`config.mk`:
```
export PLATFORM = sky130hd
export DESIGN_NAME = fd_control_unit_flat
export DESIGN_NICKNAME = d
export VERILOG_FILES = /design/src/rtl/fd_control_unit_if.sv /design/src/rtl/fd_control_unit.sv /design/src/flat_wrapper.sv
export SDC_FILE = /design/constraint.sdc
export NUM_CORES = 1
export LEC_CHECK = 0
export BUFFER_PORTS_ARGS = -buffer_cell sky130_fd_sc_hd__buf_2
export CAP_MARGIN = 10
export CORE_UTILIZATION = 47
export DETAILED_ROUTE_END_ITERATION = 8
export GPL_TIMING_DRIVEN = 0
export HOLD_SLACK_MARGIN = 0.1
export PLACE_DENSITY = 0.75
export SLEW_MARGIN = 25
export SYNTH_ARGS = -nofsm -noshare
export SYNTH_HDL_FRONTEND = slang
export SYNTH_SLANG_ARGS = --single-unit
```
`constraint.sdc`:
```
create_clock -name clk -period 1.5 [get_ports clk]
set_input_delay 0.15 -clock clk [delete_from_list [all_inputs] [get_ports clk]]
set_output_delay 0.15 -clock clk [all_outputs]
set_load 0.005 [all_outputs]
```
`src/rtl/fd_control_unit_if.sv`:
```
// fd_control_unit_if
//   Bundles the control unit's instruction-field/run inputs with the datapath
//   strobes and status it produces.
//   master : control unit side (consumes run/opcode fields, drives strobes)
//   slave  : datapath side (drives run/opcode fields, consumes strobes)
//   Signals: run, opcode[6:0], funct3[2:0], funct7_5, PC_load, IR_load,
//            WE_reg, WE_mem, OP_MEM_I[1:0], ADD_SUB, select_flags[2:0],
//            halted, busy, retired[COUNT_W-1:0]
interface fd_control_unit_if #(
  parameter int COUNT_W = 16
);
  logic               run;
  logic [6:0]         opcode;
  logic [2:0]         funct3;
  logic               funct7_5;
  logic               PC_load;
  logic               IR_load;
  logic               WE_reg;
  logic               WE_mem;
  logic [1:0]         OP_MEM_I;
  logic               ADD_SUB;
  logic [2:0]         select_flags;
  logic               halted;
  logic               busy;
  logic [COUNT_W-1:0] retired;

  modport master (
    input  run, opcode, funct3, funct7_5,
    output PC_load, IR_load, WE_reg, WE_mem, OP_MEM_I, ADD_SUB,
           select_flags, halted, busy, retired
  );

  modport slave (
    output run, opcode, funct3, funct7_5,
    input  PC_load, IR_load, WE_reg, WE_mem, OP_MEM_I, ADD_SUB,
           select_flags, halted, busy, retired
  );
endinterface

```
`src/rtl/fd_control_unit.sv`:
```
// fd_control_unit
//   Multicycle control FSM sequencing each instruction through
//   FETCH -> DECODE -> EXEC -> (MEM) -> (WB) and driving the datapath strobes.
//   Ports:
//     clk   : system clock, rising edge
//     reset : asynchronous, active-low
//     bus   : fd_control_unit_if.master (run + IR fields in, strobes/status out)
//   All outputs decode from the registered state and the fields latched in
//   DECODE, so nothing on the input side reaches an output combinationally.
module fd_control_unit #(
  parameter int COUNT_W = 16
) (
  input  logic               clk,
  input  logic               reset,
  fd_control_unit_if.master  bus
);

  typedef enum logic [2:0] {
    ST_IDLE,
    ST_FETCH,
    ST_DECODE,
    ST_EXEC,
    ST_MEM,
    ST_WB,
    ST_HALT
  } state_t;

  typedef enum logic [2:0] {
    CLS_R,
    CLS_ADDI,
    CLS_LW,
    CLS_SW,
    CLS_BR
  } cls_t;

  state_t             state_q, next_state, end_state;
  cls_t               cls_q, dec_cls;
  logic [1:0]         opmem_q, dec_opmem;
  logic               addsub_q, dec_addsub;
  logic [2:0]         sel_q, dec_sel;
  logic               dec_legal;
  logic [COUNT_W-1:0] retired_q;

  logic               pc_load, ir_load, we_reg, we_mem, add_sub;
  logic [1:0]         op_mem_i;
  logic [2:0]         select_flags;

  // Instruction classification; only consumed while in DECODE.
  always_comb begin
    dec_legal  = 1'b1;
    dec_cls    = CLS_R;
    dec_opmem  = 2'b00;
    dec_addsub = 1'b0;
    dec_sel    = 3'd7;
    case (bus.opcode)
      7'b0110011: begin
        dec_cls    = CLS_R;
        dec_addsub = bus.funct7_5;
        dec_legal  = (bus.funct3 == 3'b000);
      end
      7'b0010011: begin
        dec_cls   = CLS_ADDI;
        dec_opmem = 2'b01;
        dec_legal = (bus.funct3 == 3'b000);
      end
      7'b0000011: begin
        dec_cls   = CLS_LW;
        dec_opmem = 2'b11;
        dec_legal = (bus.funct3 == 3'b010);
      end
      7'b0100011: begin
        dec_cls   = CLS_SW;
        dec_opmem = 2'b01;
        dec_legal = (bus.funct3 == 3'b010);
      end
      7'b1100011: begin
        dec_cls    = CLS_BR;
        dec_addsub = 1'b1;
        // funct3 -> flag-mux index (eq, ne, lt, ge, ltu, geu)
        case (bus.funct3)
          3'b000:  dec_sel = 3'd0;
          3'b001:  dec_sel = 3'd1;
          3'b100:  dec_sel = 3'd2;
          3'b101:  dec_sel = 3'd3;
          3'b110:  dec_sel = 3'd4;
          3'b111:  dec_sel = 3'd5;
          default: dec_legal = 1'b0;
        endcase
      end
      default: dec_legal = 1'b0;
    endcase
  end

  always_ff @(posedge clk or negedge reset) begin
    if (!reset) begin
      state_q <= ST_IDLE;
    end else begin
      state_q <= next_state;
    end
  end

  // Controls captured at the end of DECODE are held until the instruction ends.
  always_ff @(posedge clk or negedge reset) begin
    if (!reset) begin
      cls_q    <= CLS_R;
      opmem_q  <= 2'b00;
      addsub_q <= 1'b0;
      sel_q    <= 3'd7;
    end else if (state_q == ST_DECODE && dec_legal) begin
      cls_q    <= dec_cls;
      opmem_q  <= dec_opmem;
      addsub_q <= dec_addsub;
      sel_q    <= dec_sel;
    end
  end

  always_ff @(posedge clk or negedge reset) begin
    if (!reset) begin
      retired_q <= '0;
    end else if (pc_load) begin
      retired_q <= retired_q + COUNT_W'(1);
    end
  end

  // Next-state and strobe decode. run is only looked at in IDLE and on the
  // last cycle of an instruction, so dropping it mid-instruction is harmless.
  always_comb begin
    next_state   = state_q;
    end_state    = bus.run ? ST_FETCH : ST_IDLE;
    pc_load      = 1'b0;
    ir_load      = 1'b0;
    we_reg       = 1'b0;
    we_mem       = 1'b0;
    op_mem_i     = 2'b00;
    add_sub      = 1'b0;
    select_flags = 3'd7;
    case (state_q)
      ST_IDLE: begin
        if (bus.run) next_state = ST_FETCH;
      end
      ST_FETCH: begin
        ir_load    = 1'b1;
        next_state = ST_DECODE;
      end
      ST_DECODE: begin
        next_state = dec_legal ? ST_EXEC : ST_HALT;
      end
      ST_EXEC: begin
        op_mem_i = opmem_q;
        add_sub  = addsub_q;
        case (cls_q)
          CLS_BR: begin
            pc_load      = 1'b1;
            select_flags = sel_q;
            next_state   = end_state;
          end
          CLS_LW, CLS_SW: next_state = ST_MEM;
          default:        next_state = ST_WB;
        endcase
      end
      ST_MEM: begin
        op_mem_i = opmem_q;
        add_sub  = addsub_q;
        if (cls_q == CLS_SW) begin
          we_mem     = 1'b1;
          pc_load    = 1'b1;
          next_state = end_state;
        end else begin
          next_state = ST_WB;
        end
      end
      ST_WB: begin
        op_mem_i   = opmem_q;
        add_sub    = addsub_q;
        we_reg     = 1'b1;
        pc_load    = 1'b1;
        next_state = end_state;
      end
      ST_HALT: next_state = ST_HALT;
      default: next_state = ST_IDLE;
    endcase
  end

  assign bus.PC_load      = pc_load;
  assign bus.IR_load      = ir_load;
  assign bus.WE_reg       = we_reg;
  assign bus.WE_mem       = we_mem;
  assign bus.OP_MEM_I     = op_mem_i;
  assign bus.ADD_SUB      = add_sub;
  assign bus.select_flags = select_flags;
  assign bus.halted       = (state_q == ST_HALT);
  assign bus.busy         = (state_q != ST_IDLE) && (state_q != ST_HALT);
  assign bus.retired      = retired_q;

endmodule
```
`src/flat_wrapper.sv`:
```
// flat-port wrapper written by rule: the top's interface ports become plain ports
module fd_control_unit_flat 
#(
  parameter int COUNT_W = 16
)
  (clk, reset, bus_run, bus_opcode, bus_funct3, bus_funct7_5, bus_PC_load, bus_IR_load, bus_WE_reg, bus_WE_mem, bus_OP_MEM_I, bus_ADD_SUB, bus_select_flags, bus_halted, bus_busy, bus_retired);
  fd_control_unit_if #(.COUNT_W(COUNT_W)) bus_i ();
  input  logic clk;
  input  logic reset;
  input wire logic [$bits(bus_i.run)-1:0] bus_run;
  input wire logic [$bits(bus_i.opcode)-1:0] bus_opcode;
  input wire logic [$bits(bus_i.funct3)-1:0] bus_funct3;
  input wire logic [$bits(bus_i.funct7_5)-1:0] bus_funct7_5;
  output wire logic [$bits(bus_i.PC_load)-1:0] bus_PC_load;
  output wire logic [$bits(bus_i.IR_load)-1:0] bus_IR_load;
  output wire logic [$bits(bus_i.WE_reg)-1:0] bus_WE_reg;
  output wire logic [$bits(bus_i.WE_mem)-1:0] bus_WE_mem;
  output wire logic [$bits(bus_i.OP_MEM_I)-1:0] bus_OP_MEM_I;
  output wire logic [$bits(bus_i.ADD_SUB)-1:0] bus_ADD_SUB;
  output wire logic [$bits(bus_i.select_flags)-1:0] bus_select_flags;
  output wire logic [$bits(bus_i.halted)-1:0] bus_halted;
  output wire logic [$bits(bus_i.busy)-1:0] bus_busy;
  output wire logic [$bits(bus_i.retired)-1:0] bus_retired;
  assign bus_i.run = bus_run;
  assign bus_i.opcode = bus_opcode;
  assign bus_i.funct3 = bus_funct3;
  assign bus_i.funct7_5 = bus_funct7_5;
  assign bus_PC_load = bus_i.PC_load;
  assign bus_IR_load = bus_i.IR_load;
  assign bus_WE_reg = bus_i.WE_reg;
  assign bus_WE_mem = bus_i.WE_mem;
  assign bus_OP_MEM_I = bus_i.OP_MEM_I;
  assign bus_ADD_SUB = bus_i.ADD_SUB;
  assign bus_select_flags = bus_i.select_flags;
  assign bus_halted = bus_i.halted;
  assign bus_busy = bus_i.busy;
  assign bus_retired = bus_i.retired;
  fd_control_unit #(.COUNT_W(COUNT_W)) u_core (.clk(clk), .reset(reset), .bus(bus_i));
endmodule
```
==> impl_metrics.tcl, run 1 <==
set metrics [dict create \
    dpl_cell_area_um2 1950 \
    synth_edf_count 0 \
    worstSetupEndpointType "flip-flop" \
    syn_nets 172 \
    whs_ns 0.173 \
    tritoncts "yes" \
    grt_setup_unrepaired "yes" \
    cts-root-buf "clkbuf_4" \
    grt_overflow_total 0 \
    clock_sinks 28 \
    ir_drop_mv 0.782 \
    power_density_nw_per_um2 1250 \
    required_ns 1.76 \
    finalSetupViolCount 37 \
    finalCriticalPeriod_ns 1.90 \
    finalCoreUtilization 0.763 \
    portBuffers 40 \
    clk_pin_slew_ns 0.16 \
    n_antenna_cell 0 \
    antenna_found_initial 0 \
    synthArstFlopShare 1.00 \
    ys.flop_type "dfrtp_1" \
    grt_pass1_vias 1419 \
    first_iter_violations 103 \
    pre_cts_slack_ns -0.277 \
    avgSynthCellArea_um2 10.7 \
    drv_slew 0 \
    relSlewSlack 0.591 \
    hpwl_mm 2.59 \
    seq_area_frac_synth 0.421 \
    outcome "finished with violations" \
    final_cell_mix "buf_2, dfrtp_1, buf_4" \
    first_pass_iters 4 \
    seq_area_um2 706 \
    drive_above_1_share 0.576 \
    yosys_register_bits 28 \
    layout_commonest_cell "buf_2" \
    core_area_um2 3360 \
    vias 1506 \
    die_w_um 61.7 \
    min_period_over_period 1.26 \
    hold_viol 0 \
    syn_area_um2 1670 \
    grt_max_degree 29 \
    synthCells 157 \
    path_max_fanout 5 \
    final_cell_area_um2 2560 \
    multiInputGateArea_um2 1120 \
    fmax_mhz 528 \
    cts_buffers 3 \
    path_class "flip-flop to flip-flop" \
    wl_mm 4.74 \
    fill_cells 223 \
    wl_per_cell_um 17.2 \
    finalWorstSetupSlack_ns -0.395 \
    via_per_inst 5.48 \
    antenna_left 0 \
    drcViolationCount 0 \
    cts_max_level 1 \
    worstMarginPinSlew_ns 0.614 \
    hold_path.class "input port to flip-flop" \
    io_pins 42 \
    die_h_um 61.7 \
    initial_utilization 0.498 \
    place_congestion 0.752 \
    final_cells 275 \
    placedCellCount 243 \
    track_usage 0.241 \
    fin_skew_ns 0.00188 \
    worst_setup_path_start_kind "flip-flop" \
    cts_buffer_depth 2 \
    dieArea_um2 3800 \
    maxCapViolCount 0 \
    area_growth_pct 53.2 \
    ys_types 48 \
    p_leak_nw 1.20 \
    rows 21 \
    clk_latency_ns 0.35 \
    arrival_ns 2.16 \
    violations "negative setup slack" \
    nets 245 \
    synth_warnings 0 \
    grt_pass1_wl_mm 6.56 \
]
-- kinds of logic (layout without fill, tap and decap cells) --
| family | count (synthesis) | count (layout) | share of synthesized area |
|---|---|---|---|
| mux | 11 | 11 | 0.0934 |
| buf+inv | 14 | 86 | 0.0419 |
| compound gates | 27 | 27 | 0.121 |
| fa+ha+maj | 1 | 1 | 0.00747 |
| simple gates | 59 | 59 | 0.226 |
| flops | 28 | 28 | 0.421 |
| xor+xnor | 17 | 17 | 0.0889 |
-- per-layer routing --
layer / vias up / share of wire / track usage
met2: 55 / 0.53 / 0.469
met5: - / 0 / 0
met3: 11 / 0.032 / 0.0252
met1: 730 / 0.40 / 0.260
li1: 710 / - / -
met4: 0 / 0.030 / 0.102
-- Yosys cell counts, types with 5 or more instances --
cell type	count	share of area
dfrtp_1	25	0.37
xor2_1	10	0.052
mux2_4	9	0.081
a211oi_1	8	0.036
nor2_1	8	0.018
inv_1	7	0.016
xnor2_1	7	0.037
nand2_1	6	0.013
nand3_1	6	0.018
and2_1	5	0.019
-- metrics by stage --
step | total power, mW | setup TNS, ns
after floorplan | 1.62 | -0.340
after global placement | 1.89 | -5.37
after detailed placement | 1.93 | -5.59
after CTS | 2.94 | -4.92
after global routing | 3.39 | -10.53
final | 3.21 | -7.69
-- power breakdown --
group / total [mW] / internal [mW] / switching [mW]
sequential: 1.05 / 0.895 / 0.151
clock: 0.518 / 0.271 / 0.247
combinational: 1.65 / 0.866 / 0.786
total: 3.21 / 2.03 / 1.18
-- state kept, by name, summed over array words and instances, names as in the netlist --
signal and cells:
u_core.addsub_q 1, u_core.bus.retired 16, u_core.cls_q 3, u_core.opmem_q 2
u_core.sel_q 3, u_core.state_q 3
-- what timing repair did --
item,4_1_cts,5_1_grt
cloned,2,0
pin swaps,6,15
hold buffers,1,0
hold endpoints to repair,25,0
resized for setup,47,28
setup endpoints to repair,37,37
setup buffers,17,10
-- path summary, 6_finish.rpt --
path                                        start                      to  slack [ns]  depth (start not counted)
max reg2reg                       u_core.cls_q[0]  u_core.bus.retired[13]       -0.40                          8
min in group asynchronous                   reset  u_core.bus.retired[15]        0.33                          2
max                               u_core.cls_q[0]  u_core.bus.retired[13]       -0.40                          8
min reg2reg                u_core.bus.retired[15]  u_core.bus.retired[15]        0.48                          1
max in group asynchronous                   reset       u_core.state_q[1]        0.74                          2
min                                 bus_opcode[4]         u_core.cls_q[1]        0.17                          3
-- critical path, cell delays in order (launching register included) --
cell,delay (ns)
dfrtp_1,0.44
buf_4,0.15
buf_6,0.11
and3b_2,0.22
o21ai_4,0.24
buf_12,0.16
buf_8,0.12
a211oi_2,0.09
xnor2_1,0.27
-- layout make-up --
class	count	share of cell area
clock inverter	1	0.0117
inverter	7	0.0102
clock buffer	3	0.00878
sequential	28	0.275
timing repair buffer	69	0.203
tap	46	0.0224
buffer	6	0.0307
multi-input combinational	115	0.438
Note: power is estimated with default switching activity, not from simulation.
==> run 2: changes to the inputs <==
- CELL_PAD_IN_SITES_DETAIL_PLACEMENT: unset -> 0
- CELL_PAD_IN_SITES_GLOBAL_PLACEMENT: unset -> 2
- CORE_UTILIZATION: 47 -> 30
- PLACE_DENSITY: 0.75 -> unset
- PLACE_DENSITY_LB_ADDON: unset -> 0.1
- SETUP_SLACK_MARGIN: unset -> 0.15
==> run 2 against run 1 <==
Against the previous run:
- the flow still finishes with violations (negative setup slack)
- maximum frequency up 7.4%
- combinational power down 5%
- clock skew up 0.0051 ns
- count of clock-buffer cells in the layout unchanged
- first-iteration DRC count down 37%
- critical path type is now flip-flop to output port
- largest power group unchanged
==> impl_metrics.tcl, run 2 (same netlist as run 1, synthesis figures left out) <==
set metrics [dict create \
    outcome "finished with violations" \
    violations "negative setup slack" \
    worstSetupEndpointType "output port" \
    cts-root-buf "clkbuf_8" \
    fin_skew_ns 0.00694 \
    hold_path.class "input port to flip-flop" \
    r2r_slack_ns -0.22 \
    largest_register_ffs 16 \
    power_density_nw_per_um2 1230 \
    cts_max_level 1 \
    worst_setup_path_start_kind "flip-flop" \
    clk_pin_slew_ns 0.09 \
    path_cells "nor3b_4 > nand4b_4 > clkbuf_16 > or2_4 > buf_6" \
    grt_max_degree 29 \
    clk_latency_ns 0.28 \
    min_period_over_period 1.18 \
    cts_buffers 3 \
    r2r_end "u_core.bus.retired[8]" \
    grt_overflow_total 0 \
    tns_ns -5.23 \
    finalWorstSetupSlack_ns -0.264 \
    area_growth_pct 55.6 \
    required_ns 1.35 \
    dieArea_um2 5880 \
    final_cell_area_um2 2610 \
    via_per_inst 4.88 \
    path_class "flip-flop to output port" \
    drv_slew 0 \
    final_cell_mix "buf_2, dfrtp_1, buf_4" \
    io_pins 42 \
    n_antenna_cell 0 \
    nets 247 \
    cts_buffer_depth 2 \
    critPathBufInv 2 \
    track_usage 0.161 \
    core_area_um2 5240 \
    grt_pass1_wl_mm 7.56 \
    min_from "bus_funct3[1]" \
    reg2regPathDepth 7 \
    p_leak_nw 1.21 \
    grt_setup_unrepaired "yes" \
    crit_start "u_core.cls_q[1]" \
    initial_utilization 0.320 \
    vias 1468 \
    layout_commonest_cell "buf_2" \
    die_w_um 76.7 \
    antenna_left 0 \
    arrival_ns 1.61 \
    maxCapViolCount 0 \
    worstMarginPinSlew_ns 0.656 \
    cp.depth 5 \
    ir_drop_mv 0.774 \
    drive_above_1_share 0.563 \
    crit_path_max_incr_delay_ns 0.42 \
    tritoncts "yes" \
    whs_path_depth 3 \
    rows 26 \
    critical_path.top_delay_family "simple AND/OR/NAND/NOR gates" \
    drcViolationCount 0 \
    hold_viol 0 \
    worst_hold_path.endpoint "u_core.sel_q[2]" \
    portBuffers 40 \
    finalSetupViolCount 33 \
    path_max_fanout 4 \
    grt_pass1_vias 1539 \
    first_pass_iters 2 \
    place_congestion 0.723 \
    fmax_mhz 567 \
    fill_cells 503 \
    clock_sinks 28 \
    finalCriticalPeriod_ns 1.76 \
    dpl_cell_area_um2 2050 \
    r2r-start "u_core.cls_q[1]" \
    wl_mm 4.51 \
    crit_slowest_cell "dfrtp_1" \
    antenna_found_initial 0 \
    relSlewSlack 0.563 \
    first_iter_violations 65 \
    hpwl_mm 2.91 \
    wl_per_cell_um 15.0 \
    die_h_um 76.7 \
]
## run 2: cell count changes in the layout (fill, tap and decap cells not counted), sizes merged
cell and delta:
buf +1, clkbuf +1
## run 2: layer usage
metal | vias to the layer above | track usage | part of all wire
met5 | - | 0 | 0
met4 | 0 | 0.0500 | 0.0060
met3 | 4 | 0.0214 | 0.029
met2 | 35 | 0.305 | 0.54
met1 | 720 | 0.184 | 0.43
li1 | 709 | - | -
## run 2: worst max-delay path by stage
stage	endpoint	slack, ns
after floorplan	u_core.addsub_q	-0.05
after global placement	u_core.bus.retired[15]	-0.29
after detailed placement	u_core.bus.retired[15]	-0.26
after CTS	bus_select_flags[1]	-0.30
after global routing	bus_select_flags[1]	-0.35
final	bus_select_flags[1]	-0.26
## run 2: layout make-up
type	count	area [um2]	share of cell area
Tap cell	70	87.6	0.0336
Clock inverter	1	30.0	0.0115
Sequential cell	28	706	0.271
Timing Repair Buffer	70	510	0.196
Inverter	7	26.3	0.0101
Buffer	7	104	0.0399
Multi-Input combinational cell	115	1100	0.422
Clock buffer	3	41.3	0.0159
## run 2: through the flow
stage	setup WS, ns	instances	power [mW]	util	hold WS, ns
floorplan	-0.0495	157	1.67	-	-0.146
global placement	-0.291	267	1.97	0.391	0.203
detailed placement	-0.261	267	2.01	0.391	0.220
CTS	-0.302	295	3.09	0.475	0.249
global route	-0.351	301	3.41	0.497	0.256
finish	-0.264	301	3.22	0.497	0.256
## run 2: where the power goes
| group | switching [mW] | internal, mW | total, mW | leakage, nW |
|---|---|---|---|---|
| registers | 0.151 | 0.895 | 1.05 | 0.366 |
| logic | 0.721 | 0.846 | 1.57 | 0.808 |
| clock network | 0.244 | 0.357 | 0.601 | 0.0357 |
| total | 1.12 | 2.10 | 3.22 | 1.21 |
## run 2: worst min-delay path, delay by kind of cell
family                 cells  cell delay, ns
multiplexers               1            0.13
buffers and inverters      1            0.11
AND/OR/NAND/NOR            1            0.12
## run 2: timing repair
action | 4_1_cts | 5_1_grt
hold endpoints to repair | 25 | 0
buffers inserted | 21 | 6
resized for setup | 36 | 15
hold buffers | 1 | 0
endpoints found under the setup margin | 38 | 39
cloned | 2 | 0
pin swaps | 13 | 11
==> run 3: changes to the inputs <==
- REMOVE_ABC_BUFFERS: unset -> 1
==> run 3 against run 2 <==
Against the previous run:
- the flow still finishes with violations (negative setup slack)
- critical path depth fell by 1
- clock skew about the same
- highest routed layer unchanged
- cell count increased by 1.7%
- flip-flop and latch count stayed put
- worst setup slack got worse by 0.015 ns
- global-route usage is 0.14 points higher
- wire length increased by 2.1%
- final area up 1.8%
- register-to-register slack worse by 0.04 ns
- worst hold slack gained 0.011 ns
==> impl_metrics.tcl, run 3 (same netlist as run 1, synthesis figures left out) <==
set metrics [dict create \
    antenna_found_initial 0 \
    path_cells "nor3b_4 > nand4b_4 > or2_4 > buf_6" \
    core_area_um2 5240 \
    ir_drop_mv 0.794 \
    cts_buffers 3 \
    grt_pass1_wl_mm 7.60 \
    wl_mm 4.61 \
    path_max_fanout 6 \
    relSlewSlack 0.570 \
    violations "negative setup slack" \
    hold_path.class "input port to flip-flop" \
    antenna_left 0 \
    fin_skew_ns 0.00670 \
    hpwl_mm 2.61 \
    fmax_mhz 562 \
    first_iter_violations 33 \
    crit_path_max_incr_delay_ns 0.44 \
    portBuffers 41 \
    r2r-start "u_core.cls_q[0]" \
    arrival_ns 1.63 \
    rows 26 \
    power_density_nw_per_um2 1190 \
    path_class "flip-flop to output port" \
    worstMarginPinSlew_ns 0.645 \
    drv_slew 0 \
    place_congestion 0.724 \
    n_antenna_cell 0 \
    dr_wl_met3_um 142 \
    die_h_um 76.7 \
    wl_per_cell_um 15.1 \
    drive_above_1_share 0.589 \
    maxCapViolCount 0 \
    worst_setup_path_start_kind "flip-flop" \
    crit_start "u_core.cls_q[0]" \
    grt_setup_unrepaired "yes" \
    grt_pass1_vias 1556 \
    finalWorstSetupSlack_ns -0.278 \
    initial_utilization 0.320 \
    top_layer_used "met4" \
    finalSetupViolCount 37 \
    via_per_inst 4.90 \
    clk_latency_ns 0.27 \
    clk_pin_slew_ns 0.10 \
    grt_overflow_total 0 \
    crit_slowest_cell "dfrtp_1" \
    worstSetupEndpointType "output port" \
    cts-root-buf "clkbuf_8" \
    cts_buffer_depth 2 \
    wl_met1_mm 2.01 \
    io_pins 42 \
    layout_commonest_cell "buf_2" \
    p_leak_nw 1.24 \
    finalCriticalPeriod_ns 1.78 \
    dieArea_um2 5880 \
    clock_sinks 28 \
    whs_ns 0.267 \
    die_w_um 76.7 \
    min_from "bus_funct3[1]" \
    required_ns 1.35 \
    min_period_over_period 1.19 \
    critPathBufInv 1 \
    met2_length_mm 2.40 \
    nets 252 \
    tritoncts "yes" \
    final_cell_mix "buf_2, buf_6, dfrtp_1" \
    critical_path.top_delay_family "simple AND/OR/NAND/NOR gates" \
    track_usage 0.162 \
    hold_viol 0 \
    outcome "finished with violations" \
    pre_cts_slack_ns -0.722 \
    drcViolationCount 0 \
    cts_max_level 1 \
    fill_cells 479 \
    area_growth_pct 58.4 \
    grt_max_degree 29 \
    largest_register_ffs 16 \
    first_pass_iters 4 \
    vias 1500 \
]
run 3: cell types whose count changed in the layout (fill, tap and decap cells not counted), sizes merged:
cell,previous run,this run
bufinv,1,0
nand4b,1,2
buf,75,79
clkbuf,4,5
run 3: final timing paths:
| check | to | slack (ns) | depth (start not counted) |
|---|---|---|---|
| max | bus_select_flags[2] | -0.28 | 4 |
| min | u_core.sel_q[2] | 0.27 | 3 |
| max reg2reg | u_core.bus.retired[7] | -0.26 | 6 |
| min reg2reg | u_core.bus.retired[15] | 0.47 | 1 |
| max in group asynchronous | u_core.state_q[0] | 0.60 | 2 |
| min in group asynchronous | u_core.bus.retired[5] | 0.44 | 2 |
run 3: final cells by class:
| cell class | count | area (um2) | area share |
|---|---|---|---|
| tap | 70 | 87.6 | 0.0330 |
| timing repair buffer | 81 | 652 | 0.246 |
| multi-input combinational | 116 | 1130 | 0.427 |
| inverter | 7 | 26.3 | 0.00991 |
| sequential | 28 | 708 | 0.267 |
| clock buffer | 4 | 45.0 | 0.0170 |
run 3: per-stage QoR:
| stage | instances | area (um2) | setup TNS, ns | util | total power, mW |
|---|---|---|---|---|---|
| 2_1_floorplan | 150 | 1630 | -6.79 | - | 1.56 |
| 3_3_place_gp | 261 | 1920 | -16.46 | 0.367 | 1.84 |
| 3_5_place_dp | 261 | 1920 | -15.88 | 0.367 | 1.85 |
| 4_1_cts | 300 | 2510 | -4.06 | 0.479 | 2.91 |
| 5_1_grt | 306 | 2650 | -9.01 | 0.506 | 3.35 |
| 6_report | 306 | 2650 | -5.97 | 0.506 | 3.15 |
run 3: what timing repair did:
| item | CTS | global route |
|---|---|---|
| endpoints found under the setup margin | 38 | 39 |
| pin swaps | 17 | 11 |
| endpoints found under the hold margin | 25 | 0 |
| setup buffers | 32 | 6 |
| gates cloned | 2 | 0 |
| resized for setup | 57 | 23 |
| hold buffers | 1 | 0 |
run 3: power by group:
part | switching, mW | internal (mW)
Clock | 0.225 | 0.190
Combinational | 0.789 | 0.889
Sequential | 0.152 | 0.901
run 3: worst register-to-register path: stages (launching register included):
cell and delay [ns]:
dfrtp_1 0.44, nor3b_4 0.30, buf_6 0.16, nand4b_4 0.19, buf_6 0.18, a211o_1 0.26, xnor2_1 0.12
run 3: per-layer routing:
metal / vias to the layer above / track usage
li1: 734 / -
met1: 730 / 0.199
met2: 32 / 0.287
met3: 4 / 0.0214
met4: 0 / 0.0615
met5: - / 0
